===== config.mk =====
export PLATFORM = sky130hd
export DESIGN_NAME = tone_sequencer
export DESIGN_NICKNAME = d
export VERILOG_FILES = /design/src/rtl/tone_sequencer.sv
export SDC_FILE = /design/constraint.sdc
export NUM_CORES = 1
export LEC_CHECK = 0
export ABC_AREA = 0
export CORE_AREA = 2 2 182 139
export DETAILED_ROUTE_END_ITERATION = 10
export DIE_AREA = 0 0 184 141
export PLACE_DENSITY = 0.76
export SYNTH_ARGS = -nofsm -noshare
export SYNTH_HDL_FRONTEND = slang
export SYNTH_SLANG_ARGS = --single-unit

===== constraint.sdc =====
create_clock -name clk -period 3.6 [get_ports clk]
set_input_delay 0.72 -clock clk [delete_from_list [all_inputs] [get_ports clk]]
set_output_delay 0.72 -clock clk [all_outputs]
set_load 0.02 [all_outputs]

===== src/rtl/tone_sequencer.sv =====
// tone_sequencer: plays a table of (address, data, wait) steps as register
// writes into the tone generator. Each write holds address/data for one cycle
// before and after a STROBE_HOLD-cycle write_strobe so a slower-clocked
// generator can sample it reliably.
// Optional feature: define TONE_SEQ_LOOP_EN to make playback wrap to step 0 at
// the end of the table instead of stopping; only stop or rst then ends it.
module tone_sequencer #(
  parameter int DEPTH       = 16,
  parameter int TICK_DIV    = 50,
  parameter int STROBE_HOLD = 64,
  localparam int AW         = $clog2(DEPTH)
) (
  input  logic          clk,
  input  logic          rst,
  input  logic          en,
  input  logic          load_we,
  input  logic [AW-1:0] load_idx,
  input  logic [15:0]   load_entry,
  input  logic [AW:0]   play_len,
  input  logic          start,
  input  logic          stop,
  output logic          write_strobe,
  output logic [2:0]    address,
  output logic [4:0]    data,
  output logic          busy,
  output logic [AW-1:0] step_idx,
  output logic          done
);

  localparam int SW = (STROBE_HOLD > 1) ? $clog2(STROBE_HOLD) : 1;
  localparam int TW = (TICK_DIV > 1) ? $clog2(TICK_DIV) : 1;

  typedef enum logic [2:0] {
    S_IDLE,
    S_SETUP,
    S_STROBE,
    S_HOLD,
    S_WAIT
  } state_t;

  state_t        state;
  logic [15:0]   table_mem [DEPTH];
  logic [AW:0]   len;
  logic [SW-1:0] strobe_cnt;
  logic [TW-1:0] tick_cnt;
  logic [7:0]    wait_left;
  logic          stop_req;

  logic [AW-1:0] next_idx;
  logic [AW-1:0] load_sel;
  logic [AW:0]   next_cnt;
  logic          last_step;
  logic          wait_done;
  logic [15:0]   load_word;

  // Entry field extraction: {addr[15:13], data[12:8], wait[7:0]}
  function automatic logic [2:0] f_addr(input logic [15:0] e);
    return e[15:13];
  endfunction

  function automatic logic [4:0] f_data(input logic [15:0] e);
    return e[12:8];
  endfunction

  function automatic logic [7:0] f_wait(input logic [15:0] e);
    return e[7:0];
  endfunction

  // Lengths beyond the table size play the whole table once
  function automatic logic [AW:0] clamp_len(input logic [AW:0] n);
    if (n > (AW+1)'(DEPTH)) begin
      return (AW+1)'(DEPTH);
    end
    return n;
  endfunction

  // Table storage; deliberately not cleared by rst so tunes survive a reset
  always_ff @(posedge clk) begin
    if (en && load_we && !busy) begin
      table_mem[load_idx] <= load_entry;
    end
  end

  // Next-step selection and wait-expiry decode
  always_comb begin
    next_idx  = step_idx + AW'(1);
    next_cnt  = {1'b0, step_idx} + (AW+1)'(1);
    last_step = (next_cnt == len);
    // Starting from IDLE or wrapping after the last step both fetch entry 0
    load_sel  = ((state == S_IDLE) || last_step) ? '0 : next_idx;
    load_word = table_mem[load_sel];
    // wait==0 leaves after one cycle; otherwise leave on the final tick
    wait_done = (wait_left == 8'd0) ||
                ((tick_cnt == TW'(TICK_DIV - 1)) && (wait_left == 8'd1));
  end

  // Playback FSM with registered bus outputs
  always_ff @(posedge clk) begin
    if (rst) begin
      state        <= S_IDLE;
      write_strobe <= 1'b0;
      address      <= '0;
      data         <= '0;
      busy         <= 1'b0;
      step_idx     <= '0;
      done         <= 1'b0;
      len          <= '0;
      strobe_cnt   <= '0;
      tick_cnt     <= '0;
      wait_left    <= '0;
      stop_req     <= 1'b0;
    end else if (en) begin
      done <= 1'b0;
      case (state)
        S_IDLE: begin
          // stop beats start; a zero-length request only acknowledges
          if (!stop && start) begin
            if (play_len == '0) begin
              done <= 1'b1;
            end else begin
              len       <= clamp_len(play_len);
              step_idx  <= '0;
              address   <= f_addr(load_word);
              data      <= f_data(load_word);
              wait_left <= f_wait(load_word);
              busy      <= 1'b1;
              stop_req  <= 1'b0;
              state     <= S_SETUP;
            end
          end
        end

        S_SETUP: begin
          stop_req     <= stop_req | stop;
          write_strobe <= 1'b1;
          strobe_cnt   <= SW'(STROBE_HOLD - 1);
          state        <= S_STROBE;
        end

        S_STROBE: begin
          // A stop here is remembered so the strobe is never cut short
          stop_req <= stop_req | stop;
          if (strobe_cnt == '0) begin
            write_strobe <= 1'b0;
            state        <= S_HOLD;
          end else begin
            strobe_cnt <= strobe_cnt - SW'(1);
          end
        end

        S_HOLD: begin
          if (stop_req || stop) begin
            busy     <= 1'b0;
            done     <= 1'b1;
            stop_req <= 1'b0;
            state    <= S_IDLE;
          end else begin
            tick_cnt <= '0;
            state    <= S_WAIT;
          end
        end

        S_WAIT: begin
          if (stop) begin
            busy  <= 1'b0;
            done  <= 1'b1;
            state <= S_IDLE;
          end else if (wait_done) begin
`ifdef TONE_SEQ_LOOP_EN
            step_idx  <= last_step ? '0 : next_idx;
            address   <= f_addr(load_word);
            data      <= f_data(load_word);
            wait_left <= f_wait(load_word);
            state     <= S_SETUP;
`else
            if (last_step) begin
              busy  <= 1'b0;
              done  <= 1'b1;
              state <= S_IDLE;
            end else begin
              step_idx  <= next_idx;
              address   <= f_addr(load_word);
              data      <= f_data(load_word);
              wait_left <= f_wait(load_word);
              state     <= S_SETUP;
            end
`endif
          end else if (tick_cnt == TW'(TICK_DIV - 1)) begin
            tick_cnt  <= '0;
            wait_left <= wait_left - 8'd1;
          end else begin
            tick_cnt <= tick_cnt + TW'(1);
          end
        end

        default: begin
          busy         <= 1'b0;
          write_strobe <= 1'b0;
          state        <= S_IDLE;
        end
      endcase
    end
  end

endmodule


### Word level (Yosys, flattened, before mapping)

Memories as Yosys holds them, arrays and structs flattened.
Cells that the tools add are included.

* flip-flop bits (word level): 44
* memory bits (writable): 256
* input port bits: 31
* output and inout port bits: 15
* logic and storage cells: 142
* memories kept: 1

* $add $sub $neg: 5
* $lt $le $gt $ge: 1
* equality and inequality tests: 21
* mux-type cells: 70
* bitwise logic cells: 4
* reduce and logical (&&, ||, !) cells: 28

Memories
* table_mem: depth 16, width 16, rd ports 1, clocked after Yosys merged registers in 0, wr ports 1, RTL line 42 `logic [15:0] table_mem [DEPTH];`

Operator list (count)
* 8-bit 2-to-1 mux: 6
* 5-bit 2-to-1 mux: 7
* 3-bit 2-to-1 mux: 11
* 6-bit 2-to-1 mux: 5
* 1-bit 2-to-1 mux: 24
* 4-bit 2-to-1 mux: 6
* 6-bit case mux with 2 select lines: 2
* 7-bit AND reduction: 3
* 2-bit inequality test, second input constant: 9
* 8-bit case mux with 2 select lines: 1
* 3-bit case mux with 5 select lines: 1
* 5-bit AND reduction: 3
* 3-bit inequality test, second input constant: 4
* 5-bit case mux with 2 select lines: 1
* 1-bit case mux with 3 select lines: 3
* 8-bit by 1-bit == test with 1-bit output, second input constant: 1
* 8-bit logical NOT: 1
* 4-bit case mux with 2 select lines: 1
* 8-bit by 1-bit subtractor with 8-bit output, second input constant: 1
* 6-bit by 1-bit adder with 6-bit output, second input constant: 1
* 3-bit by 2-bit == test with 1-bit output, second input constant: 2
* 6-bit == test, second input constant: 1
* 6-bit logical NOT: 1
* 3-bit case mux with 2 select lines: 1
* other kinds (22): 33

### Logic depth before layout (Yosys ltp)

Gate-level depths: netlist (run 1).
An unclocked memory read counts as a cell.

* depth in word-level cells: 9
* depth in mapped cells: 11
* mapped depth without buffers: 9

### Worst setup path before layout (run 1)

No wires, ideal clock.

* path type: input -> register
* start point: input en
* end point: memory table_mem[0][0] (enable)
* setup time: 0.409 ns
* data arrival time: 2.513 ns
* required time: 3.191 ns
* setup slack: 0.677 ns
* stages on the path: 4
* buffers on the path: 1
* path through: buf_2 -> nand3b_1 -> or3_1 -> nor3_1

* cells in the longest elaborated chain, start to end: 4

RTL lines
* start: declaration: RTL line 15 `input logic en,`
* 1-bit logical AND (2 in series): RTL line 79 `if (en && load_we && !busy) begin`
* 1-bit 2-to-1 mux: RTL line 79
* 1-bit 2-to-1 mux (not written as such): RTL line 80 `table_mem[load_idx] <= load_entry;`
* end: declaration: RTL line 42

No other way between the ends.

### Worst setup path in the final report (run 1)

* start point: register step_idx[0]
* end point: register wait_left[5]

* cells in the longest elaborated chain, start to end: 9
* elaborated cells between the ends (all ways): 14
* classes of those cells: add/sub (2); eq/ne (2); mux (7); reduce/logical (2); memory (1)

RTL lines
* start: declaration: RTL line 26 `output logic [AW-1:0] step_idx,`
* start signal: assignment: RTL line 181 `step_idx <= next_idx;`
* 4-bit by 1-bit adder with 5-bit output: RTL line 87 `next_cnt = {1'b0, step_idx} + (AW+1)'(1);`
* 5-bit == test: RTL line 88 `last_step = (next_cnt == len);`
* 1-bit logical OR: RTL line 90 `load_sel = ((state == S_IDLE) || last_step) ? '0 : next_idx;`
* 4-bit 2-to-1 mux: RTL line 90
* memory read 16 x 16 bit
* 8-bit 2-to-1 mux: RTL line 176 `if (last_step) begin`
* 8-bit 2-to-1 mux: RTL line 168 `end else if (wait_done) begin`
* 8-bit 2-to-1 mux: RTL line 164 `if (stop) begin`
* 8-bit case mux with 2 select lines: RTL line 114 `case (state)`
* end signal: assignment: RTL line 125 `wait_left <= f_wait(load_word);`
* end signal: assignment: RTL line 184 `wait_left <= f_wait(load_word);`
* end signal: assignment: RTL line 190 `wait_left <= wait_left - 8'd1;`
* end: declaration: RTL line 46 `logic [7:0] wait_left;`

Several ways; a longest one is shown, not always the timed one. The select of a mux whose other input is x is not followed.
A chain may end at the register's enable or synchronous reset.

==> PnR_summary.wiki, run 1 <==
{| class="wikitable"
! Metric !! Value
|-
| Highest layer used for signal routing || met4
|-
| Met2 Routed Length || around 14 mm
|-
| Detailed-route wire length || about 32 mm
|-
| Pin count of the biggest net entering global routing || 72
|-
| DR pass1 iterations || 9
|-
| CTS tree || yes
|-
| Logic depth of the worst register-to-register path || 6
|-
| Time the final worst path needs with I/O delays and setup || 3.198 ns
|-
| Share of post-route cells with drive strength above 1 || 13.81%
|-
| Port Buffer Count || 45
|-
| Post-CTS setup buffers || 0
|-
| Violated checks || DRC
|-
| Synth Register Bits || 300
|-
| Cell Pwr Density || 514.8 nW/um2
|-
| Largest voltage drop on the vdd net || 0.3640 mV
|-
| Register area share after synthesis || 65.38%
|-
| Post-synth EDFFs || 256
|-
| Count of non-filler cells in the finished layout || 1355
|-
| Total Routing Usage GR || 25.27%
|-
| Post-Synthesis Cell Area || 13110 um2
|-
| Chain of cells forming the critical path || buf_4 > inv_1 > nor2_1 > a32oi_1 > a31o_1 > a2111oi_2
|-
| Final setup viols || 0
|-
| Ys async rst share || 0%
|-
| Endpoint of the worst-slack reg-to-reg timing path || wait_left[5]$_SDFFE_PP0P_
|-
| Hold Path Cell Cnt || 1
|-
| Number of antenna violations at the first check in global routing || 0
|-
| Global placer's final weighted congestion || between 0.9 and 1
|-
| Worst Setup Path Type || reg -> reg
|-
| Global-route wire length before repair || 49.56 mm
|-
| Final clock period utilization by the worst path || 88.85%
|-
| Die Span X || 184 um
|-
| Clock-pin slew on the worst setup and hold paths || 0.06 ns
|-
| Via-to-Cell Ratio || roughly 6.4
|-
| Setup slack of the most critical reg-to-reg path || approximately 0.4 ns
|-
| Least-Margin Pin Slew || 1.099 ns
|-
| Start of the worst register-to-register path || step_idx[0]$_SDFFE_PP0P_
|-
| Signal arrival time at the worst endpoint || roughly 3.7 ns
|-
| Post-detailed-route wirelength per cell || 23.84 um
|-
| Status || finished with violations
|-
| Quantity of gates resized following cts || 0
|-
| Mapped Avg Cell Area || 13.69 um2
|-
| # hold bufs at CTS || 0
|-
| Launch instance of the worst min-delay path || strobe_cnt[0]$_SDFFE_PP0P_
|-
| Number of pins with negative max-slew slack in the final report || 0
|-
| Sequential Area || 8572 um2
|-
| Instance count after placement with tap cells included || 1303
|-
| HPWL after detailed placement || 20.60 mm
|-
| Total area of multi-input combinational cells || 4207 um2
|-
| Height of the die || 141 um
|-
| Post-route DRC violation count || 1
|-
| Critical path peak fanout || 71
|-
| Static leakage || 4.666 nW
|-
| Core region area || 24400 um2
|-
| Achievable frequency || 0.3127 GHz
|-
| Data required time at the worst endpoint || 4.05 ns
|-
| CTS Sinks || 300
|-
| Max transition margin || 26.72%
|-
| CTS H-tree lvls || 1
|-
| Signed area change from the synthesized netlist to the final layout || 13.60%
|-
| Clock insertion delay at the later pin of the skew report || about 0.56 ns
|-
| Number of nets with antenna violations after detailed routing || 0
|-
| Number of nets produced by synthesis || 995
|-
| GRT overflow || 0
|-
| Filler cells || 1834
|-
| Final Hold Fails || 0
|-
| Post-Synthesis Cells || 957
|-
| Routed length on met1 || ~14 mm
|-
| Type of element launching the critical path || flop
|-
| Starting Density || around 54%
|-
| WHS || roughly 0.50 ns
|-
| Root buffer cell || sky130_fd_sc_hd__clkbuf_16
|-
| Fin nets || approximately 1100
|-
| Setup Total Neg Slack || 0 ns
|-
| Count of cell types in the netlist || 82
|-
| Terminating pin of the worst hold path || strobe_cnt[0]$_SDFFE_PP0P_
|-
| Primary FF master, synth || sky130_fd_sc_hd__edfxtp_1
|-
| Antenna diode count || 0
|-
| Area of the die || 25940 um2
|-
| Met3 Routed Length || 3.533 mm
|-
| Total via count in the routed design || 8695
|-
| Row cnt || 50
|-
| Longest individual stage delay on the worst path || 0.77 ns
|-
| Max-Cap Viols || 0
|-
| CTS Buf Count || 28
|-
| Critical path endpoint category || flop
|-
| Initial detailed-routing violation count || 1304
|-
| Number of global-route vias before repair || 8551
|-
| Crit path max-delay cell type || sky130_fd_sc_hd__buf_4
|-
| Worst hold-check path type || reg -> reg
|-
| RSZ-0062 raised after global routing || no
|-
| Total of warnings raised by yosys || 0
|-
| IO Pins || 46
|-
| Max Clock Skew || 0.009435 ns
|-
| Longest Clk Path Bufs || 3
|}
[worst max-delay path: cells and delay by family, from the launching register on]
family | cells | cell delay (ns)
DFF | 1 | 0.38
and+or+nand+nor | 1 | 0.62
AOI/OAI and AO/OA | 3 | 0.76
buffers and inverters | 2 | 1.21
[cells in the mapped netlist, types with 5 or more instances]
cell type                   instances  area, um2
sky130_fd_sc_hd__a211oi_1           7      52.55
sky130_fd_sc_hd__a21oi_1           51      255.2
sky130_fd_sc_hd__a221o_1           14      140.1
sky130_fd_sc_hd__a22oi_1            5      37.54
sky130_fd_sc_hd__a2bb2oi_1          5      43.79
sky130_fd_sc_hd__a311oi_1           8      70.07
sky130_fd_sc_hd__a31oi_1           11      68.82
sky130_fd_sc_hd__a32oi_1           15      131.4
sky130_fd_sc_hd__and2_1            11      68.82
sky130_fd_sc_hd__buf_2             19      95.09
sky130_fd_sc_hd__buf_4             12      90.09
sky130_fd_sc_hd__buf_6              5      56.30
sky130_fd_sc_hd__clkbuf_1          18      67.56
sky130_fd_sc_hd__dfxtp_1           44      880.8
sky130_fd_sc_hd__edfxtp_1         256       7687
sky130_fd_sc_hd__ha_1               7      87.58
sky130_fd_sc_hd__inv_1             15      56.30
sky130_fd_sc_hd__mux2_2            13      146.4
sky130_fd_sc_hd__mux2i_1           58      580.6
sky130_fd_sc_hd__mux4_2             9      202.7
sky130_fd_sc_hd__nand2_1           56      210.2
sky130_fd_sc_hd__nand2b_1           5      31.28
sky130_fd_sc_hd__nand3_1           10      50.05
sky130_fd_sc_hd__nand4_1            9      56.30
sky130_fd_sc_hd__nor2_1            83      311.6
sky130_fd_sc_hd__nor2b_1            9      56.30
sky130_fd_sc_hd__nor3_1            15      75.07
sky130_fd_sc_hd__nor4_1             5      31.28
sky130_fd_sc_hd__o21a_1             5      37.54
sky130_fd_sc_hd__o21ai_0           53      265.3
sky130_fd_sc_hd__o221ai_1          20      175.2
sky130_fd_sc_hd__o22ai_1            6      37.54
sky130_fd_sc_hd__xnor2_1            5      43.79
sky130_fd_sc_hd__xor2_1             9      78.83
[routing by layer]
layer  vias up  track usage [%]
li1       3876                -
met1      4257            38.11
met2       509            37.08
met3        53            6.252
met4         0            5.979
met5         -                0
[final cells by class]
type / count / area share [%]
Sequential cell: 300 / 57.58
Multi-Input combinational cell: 585 / 28.26
Timing Repair Buffer: 91 / 5.429
Clock buffer: 34 / 4.925
Tap cell: 312 / 2.622
Clock inverter: 18 / 0.8069
Inverter: 15 / 0.3782
[worst max-delay path by stage]
stage	start	cells after the start	endpoint	slack (ns)
after CTS	step_idx[1]$_SDFFE_PP0P_	9	wait_left[5]$_SDFFE_PP0P_	0.44
final	step_idx[0]$_SDFFE_PP0P_	6	wait_left[5]$_SDFFE_PP0P_	0.40
after detailed placement	stop	7	address[1]$_SDFFE_PP0P_	0.39
after floorplan	en	4	table_mem[0][0]$_DFFE_PP_	0.68
after global placement	stop	7	data[2]$_SDFFE_PP0P_	0.46
after global routing	step_idx[0]$_SDFFE_PP0P_	6	wait_left[5]$_SDFFE_PP0P_	0.22
[where the power goes]
part | total, mW | switching [mW] | internal (mW)
Sequential | 3.90 | 0.0642 | 3.83
Clock | 2.77 | 1.25 | 1.52
Combinational | 0.993 | 0.630 | 0.364
[cell families (layout without fill, tap and decap cells)]
family | after synthesis | in the layout | synth area share, %
buffers and inverters | 72 | 158 | 2.874
adders and majority gates | 7 | 7 | 0.6683
DFF | 300 | 300 | 65.38
AOI/OAI and AO/OA | 254 | 254 | 14.22
muxes | 81 | 81 | 7.180
and+or+nand+nor | 226 | 226 | 8.287
xor gates and xnor gates | 17 | 17 | 1.394
[flip-flops by register name, indices dropped and copies added, names as in the netlist, 3 cells and up]
name,flops
table_mem,256
wait_left,8
strobe_cnt,6
tick_cnt,6
data,5
len,5
step_idx,4
address,3
state,3
[layout by cell type (no fill, tap or decap), types with 20 or more instances in the layout]
| cell | count |
|---|---|
| sky130_fd_sc_hd__a21oi_1 | 51 |
| sky130_fd_sc_hd__buf_4 | 45 |
| sky130_fd_sc_hd__clkbuf_16 | 28 |
| sky130_fd_sc_hd__clkdlybuf4s50_1 | 45 |
| sky130_fd_sc_hd__dfxtp_1 | 43 |
| sky130_fd_sc_hd__edfxtp_1 | 256 |
| sky130_fd_sc_hd__mux2i_1 | 58 |
| sky130_fd_sc_hd__nand2_1 | 56 |
| sky130_fd_sc_hd__nor2_1 | 83 |
| sky130_fd_sc_hd__o21ai_0 | 53 |
| sky130_fd_sc_hd__o221ai_1 | 20 |
[per-stage QoR]
stage	cell area [um2]	setup WS, ns	power [mW]	utilization [%]
3_5_place_dp	14030	0.3875	4.938	57.52
5_1_grt	14890	0.2200	7.906	61.02
4_1_cts	14890	0.4447	7.672	61.02
2_1_floorplan	13110	0.6773	4.616	-
6_report	14890	0.4015	7.663	61.02
3_3_place_gp	14030	0.4577	4.918	57.52
No activity file was read; power rests on OpenSTA's default activity.
==> run 2, diff against run 1 <==
--- a/config.mk
+++ b/config.mk
@@ -10,6 +10,7 @@
 export DETAILED_ROUTE_END_ITERATION = 10
 export DIE_AREA = 0 0 184 141
 export PLACE_DENSITY = 0.76
+export SLEW_MARGIN = 10
 export SYNTH_ARGS = -nofsm -noshare
 export SYNTH_HDL_FRONTEND = slang
 export SYNTH_SLANG_ARGS = --single-unit
==> results of run 2 <==
Same layout as run 1: the final DEF is identical, and so are final timing and power.
==> RTL change 1: new RTL, config.mk and constraints of run 2 <==
Build with the macro `TONE_SEQ_LOOP_EN` defined.
--- a/src/rtl/tone_sequencer.sv
+++ b/src/rtl/tone_sequencer.sv
@@ -4,6 +4,8 @@
 // generator can sample it reliably.
 // Optional feature: define TONE_SEQ_LOOP_EN to make playback wrap to step 0 at
 // the end of the table instead of stopping; only stop or rst then ends it.
+`define TONE_SEQ_LOOP_EN
+
 module tone_sequencer #(
   parameter int DEPTH       = 16,
   parameter int TICK_DIV    = 50,
Check against the original RTL: same outputs for any inputs over 4 cycles, from zero or initial values and one cycle with rst high; that may be too few to reach the edited logic, so the function may still have changed.
==> RTL change 1 against run 2 <==
  * Routed wire length is 3.4% lower
  * Design area decreased by 2.9%
  * Critical path depth increased by 4
  * Global-route usage decreased by 0.87 points
  * Sequential cell count stayed put
  * Area after synthesis down 5.2%
  * Setup slack got worse by 9.8 ps
  * Total power shrank 0.53%
==> RTL change 1: results (changes against run 2) <==
| Metric | Value |
|---|---|
| Outcome | `complete, no violations` |
| CTS buffer count | `29 (+3.6%)` |
| First-pass GRT wire length | `47800 microns (-3.6%)` |
| Mux cell area share after synthesis | `3.40% (-3.8 points)` |
| Synth Area in Adders | `0.805% (+0.14 points)` |
| Total Routing Usage GR | `24.4% (-0.87 points)` |
| Fillers | `1871 (+2.0%)` |
| Inst Count DP | `1307 (+0.31%)` |
| Area after DPL | `13500 sq um (-3.6%)` |
| Post-synth top cells | `edfxtp_1 (256), nand2_1 (150), nor2_1 (57), a21oi_1 (48)` |
| Critical-path top delay cell | `o21a_2` |
| Vias in the first global route | `7995 (-6.5%)` |
| FF-to-FF path depth | `10 (+4)` |
| Critical path's top delay family | `compound AO/OA/AOI/OAI gates` |
| Final HPWL DP | `19100 microns (-7.3%)` |
| Min-Delay Endpoint | `len[3]` |
| Post-Synth XOR/XNOR Area | `1.06% (-0.34 points)` |
| Library cells used by synthesis | `67 (-18%)` |
| Met3 Usage GRT | `4.52% (-1.7 points)` |
| Hold depth | `2 (+1)` |
| Min-delay src | `len[3]` |
| Worst hold margin | `489 ps (-9.77 ps)` |
| Final wirelength | `31200 microns (-3.4%)` |
| Peak supply drop | `0.485 mV (+33%)` |
| Place WS | `354 ps (-33.4 ps)` |
| Max Fanout on Critical Path | `25 (-65%)` |
| GR Layer Usage met1 | `37.2% (-0.90 points)` |
| Post-synthesis compound-gate area fraction | `11.8% (-2.4 points)` |
| Metal3 WL | `3380 microns (-4.5%)` |
| Final Non-Filler Cells | `1359 (+0.30%)` |
| Critical Path Source | `step_idx[1]` |
| DRT Pass-1 Iters | `5 (-4)` |
| Worst Path Arrival | `3680 ps (+30 ps)` |
| Met2 Use GR | `35.7% (-1.4 points)` |
| Leak | `4.81 nW (+3.1%)` |
| Routability Congestion | `0.884 (-7.3%)` |
| Sequential element share of the synthesized area | `68.9% (+3.6 points)` |
| Syn Area/Cell | `12.9 sq um (-5.9%)` |
==> RTL change 1: cell count changes after synthesis, sizes merged, moves of 12 or more <==
cell           run 2  this run
nand2             56       151
o21ai             63        26
nand3             11        44
buf               39        11
nor2              86        58
clkbuf            18        41
mux2i             58        40
a32oi             15         1
a221o             14         1
mux2              14         2
==> RTL change 1: final cells by class <==
class	instances	area, sq um	area share (%)
Multi-Input combinational cell	598	3670	25.4
Clock inverter	16	141	0.978
Sequential cell	300	8570	59.3
Inverter	14	52.6	0.364
Timing Repair Buffer	83	848	5.87
Tap cell	312	390	2.70
Clock buffer	36	782	5.41
==> RTL change 1: where the power goes <==
part / leakage, nW / internal (mW) / switching [mW] / total, mW
logic: 1.70 / 0.300 / 0.487 / 0.787
clock network: 0.449 / 1.68 / 1.27 / 2.95
registers: 2.66 / 3.83 / 0.0572 / 3.89
total: 4.81 / 5.81 / 1.81 / 7.62
==> RTL change 2: new RTL, settings of run 2 <==
Without the edit above. The 5 states of `state_t` get a one-hot encoding in 5 bits.
--- a/src/rtl/tone_sequencer.sv
+++ b/src/rtl/tone_sequencer.sv
@@ -30,12 +30,12 @@
   localparam int SW = (STROBE_HOLD > 1) ? $clog2(STROBE_HOLD) : 1;
   localparam int TW = (TICK_DIV > 1) ? $clog2(TICK_DIV) : 1;
 
-  typedef enum logic [2:0] {
-    S_IDLE,
-    S_SETUP,
-    S_STROBE,
-    S_HOLD,
-    S_WAIT
+  typedef enum logic [4:0] {
+    S_IDLE   = 5'b00001,
+    S_SETUP  = 5'b00010,
+    S_STROBE = 5'b00100,
+    S_HOLD   = 5'b01000,
+    S_WAIT   = 5'b10000
   } state_t;
 
   state_t        state;
Formal check against the unedited RTL: same outputs for any inputs over 4 cycles, from zero or initial values and one cycle with rst high; so few cycles prove little.
==> RTL change 2 against run 2 <==
  * Via count decreased by 5.7%
  * Area after synthesis decreased by 2.7%
  * Sequential share of layout area increased by 1.5 points
  * Sequential cell count increased by 2
  * Design area decreased by 2.1%
  * Routed wire length decreased by 5.0%
  * First-iteration DRC count decreased by 15%
  * Setup slack improved by 210 ps
  * Highest routed layer unchanged
  * Total power decreased by 3.3%
  * Combinational power decreased by 37%
  * Critical path type unchanged
  * Non-clock buffer count decreased by 7
==> RTL change 2: results (changes against run 2) <==
| Metric | Value |
|---|---|
| Outcome | `complete, no violations` |
| Sequential element share of the synthesized area | `67.5% (+2.2 points)` |
| Leak | `4.64 nW (-0.65%)` |
| Area after DPL | `13700 sq um (-2.6%)` |
| R2r setup slk | `610 ps (+210 ps)` |
| Min-Delay Endpoint | `write_strobe` |
| Crit Path Category | `flip-flop to flip-flop` |
| Fillers | `1803 (-1.7%)` |
| Routability Congestion | `0.912 (-4.4%)` |
| Vias in the first global route | `7658 (-10%)` |
| Fin nets | `998 (-5.8%)` |
| Routed via count | `8198 (-5.7%)` |
| Mux cell area share after synthesis | `7.42% (+0.24 points)` |
| Syn nets | `933 (-6.2%)` |
| Total Routing Usage GR | `23.8% (-1.5 points)` |
| Dominant cells by area after synthesis | `edfxtp_1 (60%), dfxtp_1 (7.2%), mux2i_1 (4.9%)` |
| Critical-path top delay cell | `xnor2_1` |
| Place WS | `275 ps (-113 ps)` |
| Pin count of the biggest net entering global routing | `55 (-24%)` |
| Min-delay src | `write_strobe` |
| FF-to-FF path depth | `9 (+3)` |
| Worst Path Arrival | `3410 ps (-240 ps)` |
| Final HPWL DP | `20300 microns (-1.3%)` |
| RR Startpoint | `step_idx[0]` |
| Critical path's top delay family | `simple AND/OR/NAND/NOR gates` |
| First-pass GRT wire length | `46200 microns (-6.7%)` |
| Critical path destination | `address[0]` |
| Remaining DRCs | `0 (-1)` |
| Clock slew at reported path FFs | `60 ps (about the same)` |
| DRT Pass-1 Iters | `5 (-4)` |
| 1st-iter DRT viols | `1113 (-15%)` |
| Hold depth | `2 (+1)` |
| Post-synthesis compound-gate area fraction | `11.9% (-2.3 points)` |
| Peak supply drop | `0.359 mV (-1.4%)` |
| Share of cells above drive strength 1 | `13.4% (-0.36 points)` |
| Final wirelength | `30700 microns (-5.0%)` |
| CTS max path bufs | `3 (unchanged)` |
| Post-synth top cells | `edfxtp_1 (256), nor2_1 (65), mux2i_1 (63), dfxtp_1 (46), a21oi_1 (45)` |
| Slew @ Worst Pin | `1100 ps (-0.501 ps)` |
| Post-Synth XOR/XNOR Area | `1.55% (+0.16 points)` |
| Synth Area in Adders | `0.687% (+0.019 points)` |
| Library cells used by synthesis | `79 (-3.7%)` |
| Port bufs | `45 (unchanged)` |
| Largest stage delay, worst path | `570 ps (-200 ps)` |
| Setup Skew | `13.3 ps (+3.90 ps)` |
| Fmax | `335 MHz (+7.0%)` |
| Max Fanout on Critical Path | `16 (-77%)` |
| EDFF count, synth | `256 (unchanged)` |
## RTL change 2: cell count changes in the layout (fill, tap and decap cells not counted), moves of 7 or more
cell	change
nor2_1	-22
o22a_1	+7
a31oi_1	+10
mux2_2	-7
nand2_1	-20
a32oi_1	-13
a211o_1	+12
o22ai_1	+11
a221o_1	-12
o21ai_0	-22
o221ai_1	-10
nand3_1	+10
## RTL change 2: through the flow
step           hold WS [ps]  utilization, %  cells
2_1_floorplan           461               -    895
3_3_place_gp            461            56.1   1242
3_5_place_dp            470            56.1   1242
4_1_cts                 478            59.8   1294
5_1_grt                 499            59.8   1294
6_report                478            59.8   1294
## RTL change 2: tightest hold or removal path: cells and delay by family (launching register included)
kind,cells,cell delay (ps)
flops,1,310
compound gates,2,120
## RTL change 2: where the power goes
part           leakage [nW]  total, mW  internal (mW)  switching [mW]
logic                  1.51      0.629          0.228           0.402
clock network         0.447       2.92           1.68            1.24
registers              2.68       3.86           3.83          0.0304
## RTL change 2: final cells by class
| class | count | area share, % |
|---|---|---|
| timing repair buffer | 84 | 5.10 |
| clock inverter | 20 | 1.16 |
| tap | 312 | 2.68 |
| clock buffer | 32 | 5.05 |
| multi-input combinational | 533 | 26.7 |
| sequential | 302 | 59.1 |
| inverter | 11 | 0.283 |
## RTL change 2: cell families after synthesis
logic type               Yosys count
multiplexers                      80
adder cells (fa/ha/maj)            7
XOR/XNOR                          21
AO/OA/AOI/OAI                    213
AND/OR/NAND/NOR                  212
buffers and inverters             60
flip-flops                       302
## RTL change 2: layer usage
metal	global-route usage (%)	up-vias	part of all wire (%)	wire length (microns)
met2	33.0	473	42	13000
li1	-	3670	-	-
met3	6.04	62	12	3580
met1	37.1	3993	44	13400
met5	0	-	0	0
met4	6.36	0	2.2	690
